--- config.mk ---
export PLATFORM = sky130hd
export DESIGN_NAME = fp_operand_loader
export DESIGN_NICKNAME = d
export VERILOG_FILES = /design/src/rtl/fp_operand_loader.sv
export SDC_FILE = /design/constraint.sdc
export NUM_CORES = 1
export LEC_CHECK = 0
export ABC_AREA = 1
export BUFFER_PORTS_ARGS = -buffer_cell sky130_fd_sc_hd__buf_2
export CORE_ASPECT_RATIO = 2
export CORE_MARGIN = 2
export CORE_UTILIZATION = 30
export CTS_CLUSTER_SIZE = 30
export DETAILED_ROUTE_END_ITERATION = 7
export GPL_TIMING_DRIVEN = 0
export PLACE_DENSITY = 0.57
export REMOVE_ABC_BUFFERS = 1
export SLEW_MARGIN = 20
export SYNTH_ARGS = -nofsm -noshare
export SYNTH_HDL_FRONTEND = slang
export SYNTH_SLANG_ARGS = --single-unit
--- constraint.sdc ---
create_clock -name clk -period 2.71 [get_ports clk]
set_input_delay 0.271 -clock clk [delete_from_list [all_inputs] [get_ports clk]]
set_output_delay 0.271 -clock clk [all_outputs]
set_load 0.02 [all_outputs]
--- src/rtl/fp_operand_loader.sv ---
// Operand-entry stage for the 33-bit FP adder: debounces a push-button and
// assembles operands A then B byte by byte from an 8-bit switch bus.
module fp_operand_loader #(
    parameter int SYNC_STAGES     = 2,
    parameter int DEBOUNCE_CYCLES = 16
) (
    input  logic        clk,
    input  logic        rst_n,
    input  logic [7:0]  data_in,
    input  logic        load_btn,
    input  logic        clear,
    output logic [32:0] a,
    output logic [32:0] b,
    output logic        operands_valid,
    output logic        done_pulse,
    output logic [2:0]  byte_idx,
    output logic        loading_b
);

    localparam int             CNT_W   = (DEBOUNCE_CYCLES > 1) ? $clog2(DEBOUNCE_CYCLES) : 1;
    localparam logic [CNT_W-1:0] CNT_MAX = CNT_W'(DEBOUNCE_CYCLES - 1);

    typedef enum logic [1:0] {
        LOAD_A,
        LOAD_B,
        DONE
    } state_e;

    logic [SYNC_STAGES-1:0] sync_q;
    logic                   sync_lvl;

    logic                   deb_lvl_q, deb_lvl_d;
    logic                   deb_prev_q;
    logic [CNT_W-1:0]       cnt_q, cnt_d;
    logic                   accept;

    state_e                 state_q, state_d;
    logic [2:0]             byte_idx_q, byte_idx_d;
    logic [32:0]            a_q, a_d;
    logic [32:0]            b_q, b_d;
    logic                   valid_q, valid_d;
    logic                   done_q, done_d;
    logic                   loading_b_q, loading_b_d;

    // Byte slots 0..3 fill the low 32 bits; slot 4 supplies only the sign bit.
    function automatic logic [32:0] load_byte(input logic [32:0] cur,
                                              input logic [2:0]  idx,
                                              input logic [7:0]  d);
        logic [32:0] r;
        r = cur;
        case (idx)
            3'd0:    r[7:0]   = d;
            3'd1:    r[15:8]  = d;
            3'd2:    r[23:16] = d;
            3'd3:    r[31:24] = d;
            3'd4:    r[32]    = d[0];
            default: r        = cur;
        endcase
        return r;
    endfunction

    assign sync_lvl = sync_q[SYNC_STAGES-1];

    // A press is the rising edge of the debounced level, so holding the
    // button produces a single accept and release produces none.
    assign accept = deb_lvl_q & ~deb_prev_q;

    always_comb begin
        // NOTE: every combinational output gets a default first so no path
        // through the if/case tree leaves it unassigned (which would infer a latch).
        deb_lvl_d = deb_lvl_q;
        cnt_d     = '0;
        if (sync_lvl != deb_lvl_q) begin
            if (cnt_q == CNT_MAX) begin
                deb_lvl_d = sync_lvl;
            end else begin
                cnt_d = cnt_q + 1'b1;
            end
        end
    end

    always_comb begin
        state_d    = state_q;
        byte_idx_d = byte_idx_q;
        a_d        = a_q;
        b_d        = b_q;
        valid_d    = valid_q;
        done_d     = 1'b0;

        if (clear) begin
            state_d    = LOAD_A;
            byte_idx_d = 3'd0;
            a_d        = '0;
            b_d        = '0;
            valid_d    = 1'b0;
        end else if (accept) begin
            case (state_q)
                LOAD_A: begin
                    a_d = load_byte(a_q, byte_idx_q, data_in);
                    if (byte_idx_q == 3'd4) begin
                        byte_idx_d = 3'd0;
                        state_d    = LOAD_B;
                    end else begin
                        byte_idx_d = byte_idx_q + 3'd1;
                    end
                end
                LOAD_B: begin
                    b_d = load_byte(b_q, byte_idx_q, data_in);
                    if (byte_idx_q == 3'd4) begin
                        byte_idx_d = 3'd0;
                        state_d    = DONE;
                        done_d     = 1'b1;
                        valid_d    = 1'b1;
                    end else begin
                        byte_idx_d = byte_idx_q + 3'd1;
                    end
                end
                default: begin
                    state_d = state_q;
                end
            endcase
        end

        loading_b_d = (state_d != LOAD_A);
    end

    always_ff @(posedge clk or negedge rst_n) begin
        if (!rst_n) begin
            sync_q      <= '0;
            deb_lvl_q   <= 1'b0;
            deb_prev_q  <= 1'b0;
            cnt_q       <= '0;
            state_q     <= LOAD_A;
            byte_idx_q  <= 3'd0;
            a_q         <= '0;
            b_q         <= '0;
            valid_q     <= 1'b0;
            done_q      <= 1'b0;
            loading_b_q <= 1'b0;
        end else begin
            // NOTE: non-blocking assignments here so every register samples
            // the pre-edge values, making the shift chain and FSM order-independent.
            sync_q      <= {sync_q[SYNC_STAGES-2:0], load_btn};
            deb_lvl_q   <= deb_lvl_d;
            deb_prev_q  <= deb_lvl_q;
            cnt_q       <= cnt_d;
            state_q     <= state_d;
            byte_idx_q  <= byte_idx_d;
            a_q         <= a_d;
            b_q         <= b_d;
            valid_q     <= valid_d;
            done_q      <= done_d;
            loading_b_q <= loading_b_d;
        end
    end

    assign a              = a_q;
    assign b              = b_q;
    assign operands_valid = valid_q;
    assign done_pulse     = done_q;
    assign byte_idx       = byte_idx_q;
    assign loading_b      = loading_b_q;

endmodule

==> metrics.md, run 1 <==
| Metric | Value |
|---|---|
| Boundary pin count | `84` |
| Synth Instances | `slightly below 400` |
| Total power | `roughly 3.2 mW` |
| Least-Margin Pin Slew | `slightly above 900 ps` |
| Clock sinks | `around 80` |
| Slowest cell on crit path | `nand2_2` |
| Top cells by area, synth | `dfrtp_1 58%, nand2_1 16%, nand4_1 8.6%` |
| Endpoints failing hold | `0` |
| Post-Layout Cell Count | `622` |
| WS Path Type | `reg -> reg` |
| Hold_ws | `around 41 ps` |
| Total Nets Final | `490` |
| XOR/XNOR Fraction of Synth Area | `0.741%` |
| Net load switching power | `around 0.84 mW` |
| Post-CTS Resized | `0` |
| Worst Path Required | `about 2900 ps` |
| Power per Cell Area | `just over 700 nW/µm²` |
| RSZ-0062 raised after global routing | `no` |
| DR vias | `2990` |
| Number of synthesized flops with an enable pin | `0` |
| Cell variety after synth | `23` |
| Worst path arrival time | `2200 ps` |
| DRC viols | `0` |
| Final number of setup-violating endpoints | `0` |
| Reg power frac | `between 40% and 50%` |
| Post-synth top area share | `slightly below 60%` |
| GPL Wtd Cong | `between 0.8 and 0.9` |
| Syn-to-layout area delta | `24.4%` |
| Comb pwr share | `between 10 and 15%` |
| Core area | `between 10000 and 15000 µm²` |
| Largest net degree at the start of global routing | `between 40 and 50` |
| Final Cell Area | `4410 µm²` |
| Share of layout cells above drive strength 1 | `a little under a quarter` |
| Post-route setup slack | `approximately 720 ps` |
| Fmax | `slightly above 0.5 GHz` |
| Port Buf Inserts | `83` |
| Root Buffer | `clkbuf_16` |
| Die Width | `slightly above 80 µm` |
| Num CTS Buffers | `9` |
| Clk_skew | `4.62 ps` |
| Avg Cell Area, Syn | `about 9 µm²` |
| Number of max-cap violations | `0` |
| Dpl hpwl | `roughly 7.0 mm` |
| Placed Area | `slightly above 4000 µm²` |
| ANT cells | `0` |
| Most common library cells after synthesis | `150 x nand2_1, 82 x dfrtp_1, 49 x nand4_1` |
| Mux cell area share after synthesis | `0%` |
| TritonRoute pass-1 iters | `4` |
| Seq/Total Area, Yosys | `between 50 and 60%` |
| Leakage power | `between 2 and 3 nW` |
| Fin crit period | `1990 ps` |
| Setup TNS | `0 ps` |
| CTS clk-pin slew, worst paths | `60 ps` |
| Cell taking the most area after synthesis | `dfrtp_1` |
| GRT Overall Usage | `roughly 16%` |
| Die area | `about 13000 µm²` |
| CP Launch Type | `flop` |
| Worst Path Buf+Inv | `1` |
| Cells after DPL | `605` |
| Wire length after detailed routing | `9.74 mm` |
| Number of global-route vias before repair | `2951` |
| Max-slew violations | `0` |
| Vias per cell | `4.81` |
| Simple-gate area share of the yosys netlist | `between 30% and 40%` |
| ANT nets after route | `0` |
| Maximum clock insertion buffer count | `2` |
| Int Pwr | `approximately 2.3 mW` |
| Worst-Skew Late Latency | `between 300 and 400 ps` |
| Status | `complete, no violations` |
| FF+latch count, synth | `82` |
| Main flop type after synthesis | `dfrtp_1` |
| Final Util | `37.9%` |
| GRT overflow | `0` |
| Slew HR | `between 30% and 40%` |
| Initial antenna violation count | `0` |
| Peak supply drop | `between 0.3 and 0.4 mV` |
| Max Fanout on Critical Path | `37` |
| Drt wl/cell | `15.7 µm` |
| Synth Warn # | `0` |
| DRT iter0 DRCs | `234` |
| Global-route wire length before repair | `approximately 15 mm` |
| Die Ht | `between 150 and 200 µm` |
| Complex-gate fraction of the synthesized area | `under 10%` |
| Row count | `56` |
| Max incr delay on CP | `about 560 ps` |
| CTS tree | `done` |
| Synthesized area | `roughly 3500 µm²` |
| H-tree Lvls | `3` |
| Clk network pwr share | `between 40% and 50%` |
| Most used cell, CP | `nand2_1` |
| Worst-path cell chain | `inv_2 -> nand2_1 -> nand2_2 -> nand3_1 -> nand2_1 -> nand2_1` |
| Top Family by Delay on Critical Path | `simple AND/OR/NAND/NOR gates` |
| Main combinational cell family by area after synthesis | `simple AND/OR/NAND/NOR gates` |
| Worst hold path class | `in -> reg` |
| Count leader, synth | `nand2_1` |
| CP endpoint kind | `flop` |
| Final Cycle Share | `roughly three quarters` |
| Net switching fraction of the power | `a little over a quarter` |
| Dpl ws | `469 ps` |
| Starting density of the core | `between 30% and 40%` |
| Post-synthesis adder-cell area fraction | `2.12%` |
| Ys async rst share | `100%` |
final timing paths:
check,end,start,slack [ps],cells past startpoint
max,b[3],state_q[1],720,6
min,sync_q[0],load_btn,40,1
max reg2reg,b[3],state_q[1],720,6
min reg2reg,sync_q[1],sync_q[0],350,0
max in group asynchronous,b[13],rst_n,1600,3
min in group asynchronous,b[5],rst_n,470,2
power by group through the flow:
stage          Combinational, mW  Clock [mW]  Sequential (mW)
6_report                   0.426        1.37             1.37
5_1_grt                    0.469        1.45             1.38
4_1_cts                    0.432        1.39             1.37
3_5_place_dp               0.430           0             1.40
3_3_place_gp               0.419           0             1.39
2_1_floorplan              0.141           0             1.49
cells in the final DEF, fill, tap and decap left out, drive strengths merged:
cell type / n
a21oi: 2
a31oi: 1
buf: 84
bufinv: 3
clkbuf: 10
clkinv: 3
dfrtp: 82
dlygate4sd3: 1
ha: 6
inv: 21
nand2: 155
nand2b: 1
nand3: 28
nand3b: 2
nand4: 49
nor2: 20
o21ai: 6
xnor2: 2
xor2: 1
final cells by class:
class	count	area [µm²]
repair buffers	85	448
fillers	1255	7220
clock buffers	10	229
inverters	21	78.8
flip-flops and latches	82	2050
multi-input cells	273	1320
clock inverters	6	105
well taps	145	181
metal layers:
| layer | up-vias | GRT usage [%] | wire length [µm] |
|---|---|---|---|
| met2 | 82 | 26.9 | 5030 |
| li1 | 1460 | - | - |
| met3 | 29 | 2.74 | 376 |
| met1 | 1419 | 18.4 | 3840 |
| met4 | 0 | 9.85 | 493 |
| met5 | - | 0 | 0 |
state kept, by name, indices dropped and copies added, names as in the netlist:
name	cells
a	33
b	33
byte_idx	3
cnt_q	4
deb_lvl_q	1
deb_prev_q	1
done_pulse	1
loading_b	1
operands_valid	1
state_q	2
sync_q	2
logic make-up after synthesis:
logic type / after synthesis
AO/OA/AOI/OAI: 9
XOR/XNOR: 3
adder cells (fa/ha/maj): 6
buffers and inverters: 38
flip-flops: 82
AND/OR/NAND/NOR: 255
repair_timing:
item	CTS	global route
buffers inserted	0	0
hold buffers	1	0
endpoints found under the hold margin	43	0
Note: power is estimated with default switching activity, not from simulation.
==> run 2: changes to the inputs <==
--- a/config.mk
+++ b/config.mk
@@ -13,7 +13,7 @@
 export CTS_CLUSTER_SIZE = 30
 export DETAILED_ROUTE_END_ITERATION = 7
 export GPL_TIMING_DRIVEN = 0
-export PLACE_DENSITY = 0.57
+export PLACE_DENSITY = 0.58
 export REMOVE_ABC_BUFFERS = 1
 export SLEW_MARGIN = 20
 export SYNTH_ARGS = -nofsm -noshare
==> constraint.sdc (replaced) <==
create_clock -name clk -period 1.8 [get_ports clk]
set_input_delay 0.18 -clock clk [delete_from_list [all_inputs] [get_ports clk]]
set_output_delay 0.18 -clock clk [all_outputs]
set_load 0.02 [all_outputs]
==> run 2 against run 1 <==
Sequential share of layout area decreased by 0.066 points. Die area unchanged. Final area increased by 0.14%. Critical endpoint is now b[5]. Wire length increased by 1.5%. Combinational power increased by 53%. Sequential cell count unchanged. Largest power group unchanged.
==> metrics.md, run 2 (synthesized netlist as in run 1, its figures left out) <==
| Metric | Value |
|---|---|
| Fmax | `a little over 0.6 GHz` |
| Dpl ws | `-474 ps` |
| Row count | `56` |
| Net switching fraction of the power | `between 20 and 30%` |
| Reg power frac | `~45%` |
| ANT nets after route | `0` |
| WS Path Type | `reg -> reg` |
| Vias per cell | `roughly 4.9` |
| CP endpoint kind | `flop` |
| Number of global-route vias before repair | `~2900` |
| Post-CTS Setup Repair Bufs | `0` |
| Leakage power | `around 2.5 nW` |
| Die area | `12800 µm²` |
| Final number of setup-violating endpoints | `0` |
| Worst-Skew Late Latency | `340 ps` |
| Largest net degree at the start of global routing | `47` |
| Die Width | `between 80 and 90 µm` |
| Max-slew violations | `0` |
| Port Buf Inserts | `between 80 and 90` |
| H-tree Lvls | `3` |
| Fin crit period | `~1600 ps` |
| Wire length after detailed routing | `between 9 and 10 mm` |
| Status | `complete, no violations` |
| Comb pwr share | `between 10% and 20%` |
| Dpl hpwl | `7.08 mm` |
| DRC viols | `0` |
| R2R Path Start | `byte_idx[0]` |
| CTS clk-pin slew, worst paths | `~60 ps` |
| Num CTS Buffers | `9` |
| Max Fanout on Critical Path | `18` |
| GPL Wtd Cong | `about 0.80` |
| DRT iter0 DRCs | `225` |
| ANT cells | `0` |
| Die Ht | `158 µm` |
| Commonest non-fill, non-tap cell in the layout | `nand2_1` |
| Worst Path Required | `2020 ps` |
| CTS tree | `done` |
| CP Launch Type | `flop` |
| Slew HR | `44.1%` |
| TritonRoute pass-1 iters | `4` |
| Least-Margin Pin Slew | `835 ps` |
| DR vias | `between 3000 and 4000` |
| Drt wl/cell | `roughly 16 µm` |
| Peak supply drop | `slightly below 0.8 mV` |
| Clk network pwr share | `40.3%` |
| Global-route wire length before repair | `around 15 mm` |
| Final Cycle Share | `between 90% and 100%` |
| Int Pwr | `roughly 3.3 mW` |
| Worst hold path class | `in -> reg` |
| Endpoints failing hold | `0` |
| Reg-to-reg endpoint | `b[5]` |
| Post-route setup slack | `169 ps` |
| Root Buffer | `clkbuf_16` |
| Net load switching power | `roughly 1.2 mW` |
| Starting density of the core | `between 30% and 40%` |
| GRT Overall Usage | `around 16%` |
| Initial antenna violation count | `0` |
| Total Nets Final | `between 400 and 500` |
| Fillers | `approximately 1300` |
| Critical path origin | `byte_idx[0]` |
| Worst path arrival time | `1850 ps` |
| RSZ-0062 raised after global routing | `no` |
| Clk_skew | `around 6.7 ps` |
| Critical Path Sink | `b[5]` |
| Share of layout cells above drive strength 1 | `23.9%` |
| Core area | `11600 µm²` |
| Most frequent cells in the layout | `149 x nand2_1, 82 x dfrtp_1, 82 x buf_2, 49 x nand4_1, 22 x nand3_1` |
| Worst reg2reg path depth | `7` |
| Reg2reg setup slack | `between 150 and 200 ps` |
| Clock sinks | `82` |
| Hold_ws | `between 100 and 150 ps` |
| Power per Cell Area | `between 1000 and 1500 nW/µm²` |
| Syn-to-layout area delta | `24.6%` |
| GRT overflow | `0` |
| Number of max-cap violations | `0` |
| Maximum clock insertion buffer count | `2` |
| Boundary pin count | `84` |
[run 2: cell types whose count changed in the layout (fill, tap and decap cells not counted)]
cell,delta
clkbuf_8,+2
nand2_4,+2
o21ai_2,+1
nand2_2,-1
clkinvlp_4,+1
nand3_1,-3
bufinv_16,-2
dlygate4sd3_1,+1
nand3_2,+3
nand2_1,-1
clkinv_2,-3
[run 2: layout make-up]
class                           instances  area (µm²)  area share, %
Multi-Input combinational cell        274        1360           30.7
Clock buffer                           12         256           5.80
Clock inverter                          2        37.5          0.849
Tap cell                              145         181           4.11
Sequential cell                        82        2050           46.4
Timing Repair Buffer                   86         458           10.4
Inverter                               21        78.8           1.78
[run 2: worst max-delay path, cell delays in order, from the launching register on]
cell	delay [ps]
dfrtp_1	420
inv_1	120
ha_1	180
nand2_1	90
nand2_2	300
nand3_2	230
nand2_1	120
nand2_1	60
[run 2: metrics by stage]
stage | utilization (%) | cell area (µm²) | setup TNS, ps | total power, mW | std cells
2_1_floorplan | - | 3440 | 0 | 2.45 | 376
3_3_place_gp | 34.7 | 4040 | -22650 | 2.73 | 604
3_5_place_dp | 34.9 | 4060 | -18660 | 2.75 | 605
4_1_cts | 37.9 | 4400 | 0 | 4.60 | 622
5_1_grt | 38.0 | 4420 | 0 | 4.75 | 622
6_report | 38.0 | 4420 | 0 | 4.55 | 622
[run 2: how the worst min path moves through the flow]
stage,startpoint,end,slack [ps],cells after the start
global placement,load_btn,sync_q[0],290,1
floorplan,rst_n,a[0],-120,0
detailed placement,rst_n,b[3],230,1
global route,data_in[6],b[22],130,3
CTS,data_in[3],b[19],120,3
finish,data_in[7],b[23],140,3
[run 2: routing by layer]
layer	part of all wire, %	track usage, %	up-vias
met5	0	0	-
met4	3.4	8.47	0
met3	5.2	3.88	18
met2	54	28.2	88
met1	37	17.8	1470
li1	-	-	1469
[run 2: repair_timing]
action,in CTS,in global routing
pin swaps,1,0
endpoints found under the hold margin,46,0
gates cloned,1,0
setup endpoints to repair,53,22
hold buffers,2,0
resized for setup,4,3
[run 2: power groups by stage]
stage / clock network (mW) / registers, mW / logic, mW
finish: 1.83 / 2.07 / 0.650
global route: 1.96 / 2.08 / 0.718
CTS: 1.87 / 2.07 / 0.657
detailed placement: 0 / 2.10 / 0.648
global placement: 0 / 2.10 / 0.628
floorplan: 0 / 2.24 / 0.212
